--- src/rtl/instruction_fetch_unit.sv ---
// PC/fetch stage: drives a 1-cycle synchronous imem, queues returns in a prefetch FIFO, emits valid/ready {instr, pc}.
// Fetch-to-output latency 2 cycles; issue is throttled so FIFO + in-flight read never exceed FIFO_DEPTH.
module instruction_fetch_unit #(
  parameter logic [31:0] RESET_PC   = 32'h0000_0000,
  parameter int          FIFO_DEPTH = 2
) (
  input  logic        clk,
  input  logic        rst,
  output logic [31:0] imem_addr,
  output logic        imem_rd,
  input  logic [31:0] imem_data,
  input  logic        redirect_valid,
  input  logic [31:0] redirect_pc,
  output logic        out_valid,
  input  logic        out_ready,
  output logic [31:0] out_instr,
  output logic [31:0] out_pc
);

  localparam int PW = (FIFO_DEPTH > 1) ? $clog2(FIFO_DEPTH) : 1;
  localparam int CW = PW + 1;
  localparam logic [CW:0] DEPTH_C = (CW+1)'(FIFO_DEPTH);

  logic [31:0]   fetch_pc;
  logic [31:0]   req_pc;
  logic          req_valid;
  logic [31:0]   fifo_instr [FIFO_DEPTH];
  logic [31:0]   fifo_pc    [FIFO_DEPTH];
  logic [PW-1:0] rd_ptr;
  logic [PW-1:0] wr_ptr;
  logic [CW-1:0] count;
  logic [CW:0]   demand;
  logic          pop;
  logic          push;
  logic          issue;

  assign pop    = out_valid & out_ready;
  assign push   = req_valid & !redirect_valid;
  // Slots already claimed (queued + in flight), crediting this cycle's pop so depth 2 streams at full rate.
  assign demand = (CW+1)'(count) + (CW+1)'(req_valid) - (CW+1)'(pop);
  assign issue  = !rst & !redirect_valid & (demand < DEPTH_C);

  assign imem_addr = fetch_pc;
  assign imem_rd   = issue;
  assign out_valid = (count != '0);
  assign out_instr = fifo_instr[rd_ptr];
  assign out_pc    = fifo_pc[rd_ptr];

  always_ff @(posedge clk or posedge rst) begin
    if (rst) begin
      fetch_pc  <= RESET_PC;
      req_pc    <= '0;
      req_valid <= 1'b0;
      rd_ptr    <= '0;
      wr_ptr    <= '0;
      count     <= '0;
      for (int i = 0; i < FIFO_DEPTH; i++) begin
        fifo_instr[i] <= '0;
        fifo_pc[i]    <= '0;
      end
    end else if (redirect_valid) begin
      // Flush queue and drop the read returning this cycle; a same-cycle pop has already been taken.
      fetch_pc  <= redirect_pc & 32'hFFFF_FFFC;
      req_valid <= 1'b0;
      rd_ptr    <= '0;
      wr_ptr    <= '0;
      count     <= '0;
    end else begin
      req_valid <= issue;
      if (issue) begin
        req_pc   <= fetch_pc;
        fetch_pc <= fetch_pc + 32'd4;
      end
      if (push) begin
        fifo_instr[wr_ptr] <= imem_data;
        fifo_pc[wr_ptr]    <= req_pc;
        wr_ptr             <= wr_ptr + PW'(1);
      end
      if (pop) begin
        rd_ptr <= rd_ptr + PW'(1);
      end
      count <= count + CW'(push) - CW'(pop);
    end
  end

  // The issue rule reserves a slot for every read, so a write into a full FIFO means the throttle is broken.
  assert property (@(posedge clk) disable iff (rst) !(push && !pop && count == CW'(FIFO_DEPTH)));

endmodule

--- config.mk ---
export PLATFORM = sky130hd
export DESIGN_NAME = instruction_fetch_unit
export DESIGN_NICKNAME = d
export VERILOG_FILES = /design/src/rtl/instruction_fetch_unit.sv
export SDC_FILE = /design/constraint.sdc
export NUM_CORES = 1
export LEC_CHECK = 0
export BUFFER_PORTS_ARGS = -buffer_cell sky130_fd_sc_hd__buf_2
export CAP_MARGIN = 10
export CORE_MARGIN = 5
export CORE_UTILIZATION = 50
export CTS_CLUSTER_SIZE = 40
export DETAILED_ROUTE_END_ITERATION = 8
export PLACE_DENSITY = 0.73
export SYNTH_ARGS = -nofsm -noshare
export SYNTH_HDL_FRONTEND = slang
export SYNTH_SLANG_ARGS = --single-unit
--- constraint.sdc ---
create_clock -name clk -period 15.1 [get_ports clk]
set_clock_uncertainty 0.15 [all_clocks]
set_input_delay 2.265 -clock clk [delete_from_list [all_inputs] [get_ports clk]]
set_output_delay 2.265 -clock clk [all_outputs]
set_load 0.03 [all_outputs]
# After elaboration in Yosys (flattened, before gate mapping)
# Cells that the tools add are included.
dict set report totals {
  input_bits 68
  output_inout_bits 98
  reg_bits 197
}
dict set report classes {
  add_sub_neg 7
  n_reduce_logical 9
  bitwise_logic 7
  muxes 18
  n_lt_le_gt_ge 4
}
# cell n
set op_table {}
lappend op_table {{32-bit two-way mux} 9}
lappend op_table {{64-bit bitwise mux} 2}
lappend op_table {{32-bit by 3-bit adder with 32-bit output, second input constant} 1}
lappend op_table {{32-bit demux with 1-bit select} 1}
lappend op_table {{2-bit nonzero test} 4}
lappend op_table {{1-bit two-way mux} 5}
lappend op_table {{1-bit bitwise AND} 4}
lappend op_table {{2-bit >= comparator, second input constant} 2}
lappend op_table {{1-bit inverter with 2-bit output} 2}
lappend op_table {{2-bit AND reduction} 2}
lappend op_table {{2-bit by 1-bit adder with 3-bit output} 1}
lappend op_table {{3-bit by 2-bit < comparator with 1-bit output, second input constant} 1}
lappend op_table {{3-bit by 1-bit subtractor with 3-bit output} 1}
lappend op_table {{1-bit adder, second input constant} 2}
lappend op_table {{2-bit by 1-bit adder with 2-bit output} 1}
lappend op_table {{1-bit zero test} 2}
lappend op_table {{2-bit by 1-bit < comparator with 1-bit output, second input constant} 1}
lappend op_table {{2-bit two-way mux} 1}
lappend op_table {{2-bit by 1-bit subtractor with 2-bit output} 1}
lappend op_table {{1-bit logical AND} 1}
lappend op_table {{1-bit inverter} 1}

# Logic depth before layout (Yosys ltp)
# Gate-level depths: netlist of the first run.
dict set report logic_depth {
  depth_word 7
  depth_mapped 12
  depth_no_buf 10
}

# Worst setup path after synthesis of the first run
# Ideal clock, no wire load.
dict set report synth_timing {
  kind {input-to-output}
  start {input out_ready}
  end {output imem_rd}
  cell_stages 9
  path_buffers 2
  setup_slack_ns 8.505
  t_required_ns 12.685
  arrival_time_ns 4.180
  cell_sequence {nand2_1 -> nor2_1 -> o21ai_0 -> fa_1 -> xnor2_1 -> nand3_1 -> clkbuf_1 -> buf_1 -> inv_1}
}
dict set report synth_between {
  elab_chain_len 4
}
# element line_no
set synth_rtl {}
lappend synth_rtl {{start: declaration} 15} ;# input logic out_ready,
lappend synth_rtl {{1-bit bitwise AND} 37} ;# assign pop = out_valid & out_ready;
lappend synth_rtl {{3-bit by 1-bit subtractor with 3-bit output} 40} ;# assign demand = (CW+1)'(count) + (CW+1)'(req_valid) - (CW+1)'(pop);
lappend synth_rtl {{3-bit by 2-bit < comparator with 1-bit output} 41} ;# assign issue = !rst & !redirect_valid & (demand < DEPTH_C);
lappend synth_rtl {{1-bit bitwise AND} 41}
lappend synth_rtl {{end: declaration} 10} ;# output logic imem_rd,
# No other way between the ends.

# Worst setup path after layout of the first run
# Ends and elaborated chain as after synthesis.

==> results.py, run 1 <==
metrics = {
    "routing": {
        "drc": 0,
        "first_pass_iters": 4,
        "via_per_inst": 5.551,
        "wl_um": 19630,
        "ant_nets": 0,
        "drt_iter0_drc": 277,
        "vias": 6051,
        "wire_per_inst_um": 18.01,
    },
    "global_route": {
        "antenna_found_initial": 1,
        "grt_pass1_vias": 6142,
        "grt_pass1_wl_um": 32730,
        "grt_max_degree": 133,
        "grt_use_total_pct": 20.34,
        "gr-total-overflow": 0,
    },
    "synthesis": {
        "syn_area_sq_um": 8643,
        "synth_top_cell_area_share_pct": 54.72,
        "ys_types": 44,
        "yosysTopAreaCell": "dfrtp_1",
        "syn_inst": 709,
        "yosysMostFrequentCell": "dfrtp_1",
        "async_flop_share_pct": 100.0,
        "postSynthAreaPerCell_sq_um": 12.19,
        "seq_area_frac_synth_pct": 54.72,
        "synth_edf_count": 0,
        "yosys_warnings": 0,
        "synth.area.top_cells": "dfrtp_1 55%, mux2_2 24%, nand2_1 5.2%, o311ai_0 1.3%, clkbuf_1 1.1%",
        "ys.flop_type": "dfrtp_1",
        "ys_ff_latch": 189,
        "synth_common_cells": "189 x dfrtp_1, 186 x mux2_2, 119 x nand2_1",
    },
    "power_and_ir_drop": {
        "powerDensity_nw_per_um2": 207.4,
        "p_leak_nw": 4.878,
        "peakVddDrop_mv": 0.1098,
    },
    "critical_path": {
        "endpoint_kind": "output port",
        "path_cells": "buf_2 > nand2_1 > nor2_1 > o21ai_0 > fa_1 > nor2b_1 > nand3_2 > inv_1 > buf_2",
        "cpMostUsedCell": "buf_2",
        "setup.worst_path.class": "input pin to output port",
        "critPathMaxFanout": 3,
        "worstRegToRegCells": 12,
        "worstPathArrival_ns": 3.92,
        "slowest_delay_ns": 0.53,
        "cp.depth": 9,
        "crit_family": "simple AND/OR/NAND/NOR gates",
        "cp_slowest_cell": "fa_1",
        "crit_required_ns": 12.69,
        "cp_num_buf_inv": 3,
        "start_kind": "input pin",
    },
    "timing": {
        "drv_slew": 0,
        "relSlewSlack_pct": 33.73,
        "tns_ns": 0,
        "period_needed_ns": 6.337,
        "setup_viol": 0,
        "tightest_slew_ns": 0.9941,
        "finalHoldViolations": 0,
        "rsz0062_at_grt": "no",
        "finalHoldWorstSlack_ns": 0.3432,
        "fin_crit_sh_pct": 41.97,
        "fmax_mhz": 157.8,
    },
    "clock_network": {
        "cts_tree": "built",
        "clk_latency_ns": 0.42,
        "cts.clk_slew.worst_paths_ns": 0.06,
        "htreeDepth": 4,
        "cts_setup_buffers": 0,
        "cts_resized": 0,
        "clockRootBuffer": "clkbuf_16",
        "cts_sinks": 189,
        "cts_buffers": 17,
        "postCtsHoldBufs": 0,
        "cts_buffer_depth": 2,
    },
    "place": {
        "port_buffers": 159,
        "dp_hpwl_um": 12880,
        "gp_congestion": 0.8002,
        "dpl-instance-area_sq_um": 9612,
    },
    "status": {
        "status": "complete, no violations",
    },
    "die": {
        "die_area_sq_um": 20020,
        "coreArea_sq_um": 17120,
        "rows": 48,
        "start_util_pct": 50.50,
        "die_w_um": 141.5,
        "ios": 166,
        "dieHeight_um": 141.5,
    },
    "min_path": {
        "min_path_cells": 2,
        "hold_path.class": "flip-flop to flip-flop",
    },
    "cells_and_area": {
        "layout-drive-gt1-share_pct": 45.66,
        "syn_to_final_growth_pct": 17.69,
        "final_util_pct": 59.43,
        "diodes": 0,
        "final_cell_area_sq_um": 10170,
        "fillCellCount": 1416,
        "nNetsFinal": 924,
    },
    "flow_run": {
        "maxCapViolations": 0,
    },
}
## routing by layer
| layer | part of all wire (%) | wire [um] | track usage (%) | vias up |
|---|---|---|---|---|
| li1 | - | - | - | 2837 |
| met1 | 46 | 9013 | 28.62 | 2995 |
| met2 | 47 | 9163 | 32.20 | 191 |
| met3 | 5.5 | 1070 | 3.842 | 26 |
| met4 | 1.9 | 367 | 6.465 | 2 |
| met5 | 0.056 | 11 | 0 | - |
## flip-flops by register name, indices dropped and copies added (netlist names)
name / flops
fifo_instr: 64
fifo_pc: 60
imem_addr: 30
req_pc: 30
count: 2
rd_ptr: 1
req_valid: 1
wr_ptr: 1
## cells by family (layout without fill, tap and decap cells)
| logic type | Yosys count | count (layout) | synth area share, % |
|---|---|---|---|
| AOI/OAI and AO/OA | 62 | 62 | 5.400 |
| xor gates and xnor gates | 7 | 7 | 0.7093 |
| DFF | 189 | 189 | 54.72 |
| adders and majority gates | 4 | 4 | 0.6660 |
| muxes | 186 | 186 | 24.23 |
| buffers and inverters | 54 | 207 | 2.736 |
| and+or+nand+nor | 206 | 206 | 11.49 |
| other | 1 | 4 | 0.04339 |
## final cells by class
class / instances / area [sq um] / area share (%)
well taps: 225 / 281.5 / 2.768
flip-flops and latches: 189 / 4731 / 46.51
repair buffers: 165 / 840.8 / 8.266
inverters: 10 / 45.04 / 0.4428
clock buffers: 22 / 474.2 / 4.662
clock inverters: 10 / 86.33 / 0.8487
multi-input cells: 469 / 3714 / 36.51
## path summary, 6_finish.rpt
path	start	end	slack [ns]
worst min register to register	req_pc[2]	req_pc[2]	0.34
min in group asynchronous	rst	count[0]	1.93
worst max register to register	count[1]	imem_addr[11]	11.38
worst max-delay path	out_ready	imem_rd	8.76
worst min-delay path	req_pc[2]	req_pc[2]	0.34
max in group asynchronous	rst	fifo_pc[41]	11.60
## worst reg2reg max path, delay by kind of cell (launching register included)
| kind | cells | cell delay (ns) |
|---|---|---|
| buffers and inverters | 3 | 0.93 |
| adders and majority gates | 1 | 0.53 |
| DFF | 1 | 0.47 |
| AOI/OAI and AO/OA | 2 | 0.51 |
| and+or+nand+nor | 6 | 1.00 |
## stage by stage
step	std cells	worst slack, ns	power, mW
floorplan	712	7.543	1.463
global placement	1058	8.791	1.672
detailed placement	1058	8.756	1.697
CTS	1090	8.746	2.129
global route	1090	8.585	2.238
finish	1090	8.763	2.110
## power breakdown
| part | internal, mW | switching, mW | leakage (nW) | total (mW) |
|---|---|---|---|---|
| sequential | 0.713 | 0.139 | 2.40 | 0.852 |
| combinational | 0.345 | 0.483 | 2.20 | 0.828 |
| clock | 0.240 | 0.190 | 0.284 | 0.430 |
## cell usage in the layout, fill, tap and decap left out, types with 3 or more instances in the layout
master / n
mux2_2: 186
and2_1: 3
clkbuf_16: 17
a21oi_1: 3
or4_1: 11
and3_1: 3
nor4_1: 3
or2_2: 3
or3_1: 5
nand2_1: 119
nor2_1: 7
a22oi_1: 5
ha_1: 3
nand3_1: 16
conb_1: 4
buf_4: 6
o21ai_0: 11
o211ai_1: 12
nor2b_1: 10
clkinv_2: 6
dfrtp_1: 188
o41ai_1: 8
buf_2: 159
o311ai_0: 13
clkbuf_8: 3
xor2_1: 3
a31oi_1: 3
nand4_1: 9
xnor2_1: 4
a221o_1: 4
nor3_1: 4
inv_1: 8
Note: power is estimated with default switching activity, not from simulation.
==> run 2: changes to the inputs <==
--- a/config.mk
+++ b/config.mk
@@ -11,7 +11,7 @@
 export CORE_UTILIZATION = 50
 export CTS_CLUSTER_SIZE = 40
 export DETAILED_ROUTE_END_ITERATION = 8
-export PLACE_DENSITY = 0.73
+export PLACE_DENSITY = 0.76
 export SYNTH_ARGS = -nofsm -noshare
 export SYNTH_HDL_FRONTEND = slang
 export SYNTH_SLANG_ARGS = --single-unit
==> constraint.sdc (replaced) <==
create_clock -name clk -period 5.5 [get_ports clk]
set_clock_uncertainty 0.15 [all_clocks]
set_input_delay 0.825 -clock clk [delete_from_list [all_inputs] [get_ports clk]]
set_output_delay 0.825 -clock clk [all_outputs]
set_load 0.03 [all_outputs]
==> run 2 against run 1 <==
Net effect: count of clock-buffer cells in the layout shrank 1; combinational power rose to 2.7 times the previous value; critical path type is now flip-flop to output port; global-route usage is essentially flat; die area unchanged; power grew to 2.7 times the previous value; setup slack lost 7.0 ns; via count increased by 0.69%; clock power rose to 2.7 times the previous value.
==> results.py, run 2 (synthesis gave the netlist of run 1 again) <==
metrics = {
    "cells_and_area": {
        "mostFrequentLayoutCell": "dfrtp_1",
        "layout-drive-gt1-share_pct": 45.78,
        "multi_input_area_sq_um": 3714,
        "nNetsFinal": 926,
        "regArea_sq_um": 4731,
        "top_register": "fifo_instr",
        "largest_reg_flops": 64,
        "fillCellCount": 1407,
        "syn_to_final_growth_pct": 17.99,
        "top_regs": "fifo_instr: 64 flops, fifo_pc: 60 flops",
        "most-common-layout-cells": "188 x dfrtp_1, 186 x mux2_2, 159 x buf_2",
    },
    "critical_path": {
        "start_kind": "flip-flop",
        "cp_slowest_cell": "fa_1",
        "worstPathArrival_ns": 2.78,
        "worstSetupStartpoint": "count[1]",
        "reg2reg_from": "count[1]",
        "rr_endpoint": "imem_addr[19]",
        "slowest_delay_ns": 0.50,
        "worstRegToRegCells": 10,
        "r2r_slack_ns": 1.89,
        "setup.worst_path.class": "flip-flop to output port",
        "critPathMaxFanout": 11,
        "endpoint_kind": "output port",
        "crit_required_ns": 4.53,
        "path_cells": "or2_2 > nand2_1 > nor2_1 > o21ai_0 > fa_1 > nor2b_1 > nand3_2 > inv_1 > buf_2",
    },
    "die": {
        "ios": 166,
        "die_area_sq_um": 20020,
        "die_w_um": 141.5,
        "start_util_pct": 50.50,
        "dieHeight_um": 141.5,
        "rows": 48,
        "coreArea_sq_um": 17120,
    },
    "global_route": {
        "grt_pass1_wl_um": 32730,
        "grt_use_total_pct": 20.37,
        "gr-total-overflow": 0,
        "grt_max_degree": 78,
        "antenna_found_initial": 1,
        "grt_pass1_vias": 6147,
    },
    "clock_network": {
        "cts.clk_slew.worst_paths_ns": 0.06,
        "cts_setup_buffers": 0,
        "cts_sinks": 189,
        "clk_latency_ns": 0.42,
        "cts_buffers": 17,
        "cts_buffer_depth": 2,
        "clockRootBuffer": "clkbuf_16",
        "cts_resized": 0,
        "cts_tree": "built",
        "htreeDepth": 4,
        "postCtsHoldBufs": 0,
    },
    "timing": {
        "setup_viol": 0,
        "tightest_slew_ns": 1.110,
        "tns_ns": 0,
        "setup_slack_ns": 1.745,
        "fin_crit_sh_pct": 68.27,
        "relSlewSlack_pct": 26.02,
        "drv_slew": 0,
        "finalHoldViolations": 0,
        "period_needed_ns": 3.755,
        "rsz0062_at_grt": "no",
        "fmax_mhz": 266.3,
    },
    "flow_run": {
        "maxCapViolations": 0,
    },
    "routing": {
        "first_pass_iters": 5,
        "vias": 6093,
        "ant_nets": 0,
        "drc": 0,
        "drt_iter0_drc": 267,
        "wire_per_inst_um": 18.24,
        "via_per_inst": 5.585,
        "wl_um": 19900,
    },
    "min_path": {
        "hp-start": "fifo_pc[28]",
        "hold_path.class": "flip-flop to flip-flop",
        "hold_end": "fifo_pc[28]",
        "min_path_cells": 1,
    },
    "power_and_ir_drop": {
        "powerDensity_nw_per_um2": 567.7,
        "p_leak_nw": 4.861,
        "peakVddDrop_mv": 0.2672,
    },
    "place": {
        "dp_hpwl_um": 13160,
        "port_buffers": 159,
        "dpl_worst_slack_ns": 1.637,
        "gp_congestion": 0.8138,
    },
    "status": {
        "status": "complete, no violations",
    },
}
-- run 2: cell types whose count changed in the layout (fill, tap and decap cells not counted) --
cell | previous run | this run
buf_4 | 6 | 7
inv_6 | 2 | 0
clkinvlp_4 | 0 | 6
diode_2 | 0 | 1
buf_12 | 0 | 1
clkinv_4 | 1 | 2
clkinv_2 | 6 | 1
clkbuf_1 | 2 | 1
inv_8 | 1 | 0
-- run 2: worst max-delay path by stage --
stage                               end  slack (ns)
after floorplan                 imem_rd        1.75
after global placement    imem_addr[19]        1.71
after detailed placement  imem_addr[11]        1.64
after CTS                       imem_rd        1.72
after global routing            imem_rd        1.53
final                           imem_rd        1.75
-- run 2: report_power, final --
part | total, mW | internal [mW] | switching [mW] | leakage (nW)
clock network | 1.16 | 0.655 | 0.508 | 0.259
logic | 2.27 | 0.950 | 1.32 | 2.21
registers | 2.36 | 1.96 | 0.398 | 2.40
total | 5.79 | 3.56 | 2.23 | 4.86
-- run 2: per-stage QoR --
| step | hold WS (ns) | cells | power (mW) | util (%) | instance area, sq um |
|---|---|---|---|---|---|
| after floorplan | 0.3088 | 712 | 4.016 | - | 8658 |
| after detailed placement | 0.3373 | 1060 | 4.668 | 56.29 | 9635 |
| after CTS | 0.3519 | 1090 | 5.852 | 59.57 | 10200 |
| after global placement | 0.3315 | 1060 | 4.598 | 56.29 | 9635 |
| final | 0.3495 | 1091 | 5.789 | 59.58 | 10200 |
| after global routing | 0.3658 | 1091 | 6.152 | 59.58 | 10200 |
-- run 2: critical path, delay by kind of cell (launching register included) --
kind | cells | cell delay [ns]
buffers and inverters | 2 | 0.31
adder cells (fa/ha/maj) | 1 | 0.50
AND/OR/NAND/NOR | 5 | 0.92
flip-flops | 1 | 0.48
AO/OA/AOI/OAI | 1 | 0.14
-- run 2: final cells by class --
class | count | area share, %
multi-input combinational | 469 | 36.41
inverter | 10 | 0.4049
clock inverter | 9 | 0.8833
timing repair buffer | 167 | 8.514
antenna | 1 | 0.02454
clock buffer | 21 | 4.613
sequential | 189 | 46.39
tap | 225 | 2.760
-- run 2: per-layer routing --
metal | wire (um) | track usage (%)
met4 | 197 | 5.253
met3 | 1256 | 4.179
met5 | 0 | 0
met2 | 10010 | 33.99
met1 | 8434 | 27.43
==> run 3: changes to the inputs <==
--- a/config.mk
+++ b/config.mk
@@ -11,7 +11,7 @@
 export CORE_UTILIZATION = 50
 export CTS_CLUSTER_SIZE = 40
 export DETAILED_ROUTE_END_ITERATION = 8
-export PLACE_DENSITY = 0.76
+export PLACE_DENSITY = 0.73
 export SYNTH_ARGS = -nofsm -noshare
 export SYNTH_HDL_FRONTEND = slang
 export SYNTH_SLANG_ARGS = --single-unit
==> constraint.sdc (replaced) <==
create_clock -name clk -period 3.9 [get_ports clk]
set_clock_uncertainty 0.15 [all_clocks]
set_input_delay 0.585 -clock clk [delete_from_list [all_inputs] [get_ports clk]]
set_output_delay 0.585 -clock clk [all_outputs]
set_load 0.03 [all_outputs]
==> run 3 against run 2 <==
Net effect: clock power up 50%; global-route usage up 0.41 points; via count shrank 0.53%; first-iteration DRC count rose by 11%; cell area is 1.5% higher; register-to-register slack worse by 1.3 ns; largest cell class unchanged; highest routed layer is now met5.
==> results.py, run 3 (synthesis gave the netlist of run 1 again) <==
metrics = {
    "status": {
        "status": "complete, no violations",
    },
    "cells_and_area": {
        "top_regs": "fifo_instr: 64 flops, fifo_pc: 60 flops",
        "mostFrequentLayoutCell": "dfrtp_1",
        "diodes": 0,
        "top_register": "fifo_instr",
        "most-common-layout-cells": "188 x dfrtp_1, 186 x mux2_2, 159 x buf_2",
        "syn_to_final_growth_pct": 19.77,
        "layout-drive-gt1-share_pct": 46.22,
        "nNetsFinal": 931,
        "largest_reg_flops": 64,
    },
    "flow_run": {
        "maxCapViolations": 0,
    },
    "clock_network": {
        "cts_sinks": 189,
        "cts_setup_buffers": 0,
        "cts_buffer_depth": 2,
        "postCtsHoldBufs": 0,
        "cts_tree": "built",
        "htreeDepth": 4,
        "clockRootBuffer": "clkbuf_16",
        "cts_resized": 0,
        "cts_buffers": 17,
        "cts.clk_slew.worst_paths_ns": 0.07,
        "clk_latency_ns": 0.42,
    },
    "timing": {
        "finalHoldViolations": 0,
        "setup_viol": 0,
        "fmax_mhz": 276.7,
        "tns_ns": 0,
        "relSlewSlack_pct": 32.07,
        "fin_crit_sh_pct": 92.66,
        "period_needed_ns": 3.614,
        "tightest_slew_ns": 1.019,
        "setup_slack_ns": 0.2863,
        "rsz0062_at_grt": "no",
        "drv_slew": 0,
    },
    "die": {
        "die_area_sq_um": 20020,
        "rows": 48,
        "dieHeight_um": 141.5,
        "die_w_um": 141.5,
        "ios": 166,
        "coreArea_sq_um": 17120,
        "start_util_pct": 50.50,
    },
    "routing": {
        "wl_um": 20050,
        "drc": 0,
        "drt_iter0_drc": 296,
        "via_per_inst": 5.525,
        "first_pass_iters": 4,
        "wire_per_inst_um": 18.28,
        "vias": 6061,
        "ant_nets": 0,
    },
    "global_route": {
        "grt_pass1_vias": 6258,
        "gr-total-overflow": 0,
        "grt_pass1_wl_um": 33330,
        "grt_use_total_pct": 20.78,
        "grt_max_degree": 70,
        "antenna_found_initial": 1,
    },
    "critical_path": {
        "critPathMaxFanout": 13,
        "start_kind": "flip-flop",
        "worstPathArrival_ns": 2.88,
        "crit_required_ns": 3.16,
        "endpoint_kind": "output port",
        "setup.worst_path.class": "flip-flop to output port",
    },
    "power_and_ir_drop": {
        "p_leak_nw": 4.929,
        "power_frac_seq_pct": 39.3,
        "powerDensity_nw_per_um2": 805.6,
        "peakVddDrop_mv": 0.4056,
        "p_int_mw": 5.173,
        "p_sw_mw": 3.166,
        "power.share.switching_pct": 37.97,
        "clkPwrFrac_pct": 20.9,
        "combPwrFrac_pct": 39.7,
    },
    "place": {
        "port_buffers": 159,
        "dp_hpwl_um": 13420,
        "dpl_worst_slack_ns": 0.5931,
        "gp_congestion": 0.8181,
    },
    "min_path": {
        "hold_path.class": "input pin to async pin",
    },
}
## run 3: changes by cell type in the layout (fill, tap and decap cells not counted)
cell and delta:
xnor2_1 -1, buf_12 +5, nand3_4 +1, diode_2 -1, nor2b_2 +1, clkinv_2 -1
clkbuf_8 +1, nor2b_1 -1, nand3_2 -1, clkbuf_1 +2, xnor2_2 +1, clkinvlp_4 -1
bufinv_16 +1
## run 3: layer usage
layer / vias to the layer above / share of wire (%) / routed length, um / GRT usage, %
li1: 2849 / - / - / -
met1: 2997 / 45 / 9045 / 29.02
met2: 187 / 48 / 9550 / 33.18
met3: 26 / 5.8 / 1166 / 4.112
met4: 2 / 1.4 / 276 / 6.263
met5: - / 0.075 / 15 / 0
## run 3: power groups by stage
stage               sequential (mW)  combinational [mW]  clock (mW)
global route                   3.40                3.58        1.87
global placement               3.27                3.27           0
floorplan                      3.25                2.41           0
detailed placement             3.31                3.32           0
finish                         3.28                3.31        1.74
CTS                            3.28                3.34        1.78
## run 3: cell type report
cell class / count / area (sq um)
Sequential cell: 189 / 4731
Inverter: 10 / 41.29
Fill cell: 1421 / 6764
Tap cell: 225 / 281.5
Clock inverter: 8 / 107.6
Multi-Input combinational cell: 469 / 3731
Clock buffer: 24 / 491.7
Timing Repair Buffer: 172 / 968.4
## run 3: final timing paths
| check | end | cells past startpoint | slack [ns] | from |
|---|---|---|---|---|
| worst min-delay path | req_valid | 2 | 0.22 | rst |
| worst max register to register | imem_addr[8] | 9 | 0.62 | count[1] |
| worst max-delay path | imem_rd | 10 | 0.29 | count[1] |
| max in group asynchronous | fifo_pc[12] | 3 | 2.48 | rst |
| min in group clk | imem_addr[27] | 3 | 0.23 | redirect_pc[27] |
| worst min register to register | req_pc[4] | 2 | 0.35 | req_pc[4] |
## run 3: per-stage QoR
step	area, sq um	util [%]	total power [mW]	instances	hold slack, ns
finish	10350	60.48	8.340	1097	0.2194
global route	10350	60.48	8.850	1097	0.2236
CTS	10330	60.38	8.404	1097	0.2113
detailed placement	9736	56.88	6.637	1065	0.3356
global placement	9736	56.88	6.544	1065	0.3311
floorplan	8658	-	5.664	712	0.3088
## run 3: critical path: stages, from the launching register on
cell and delay, ns:
dfrtp_1 0.49, or2_2 0.17, nand2_1 0.09, nor2_1 0.17, o21ai_0 0.14, fa_1 0.52
nor2b_2 0.24, nand3_4 0.17, buf_4 0.23, inv_1 0.06, buf_2 0.19
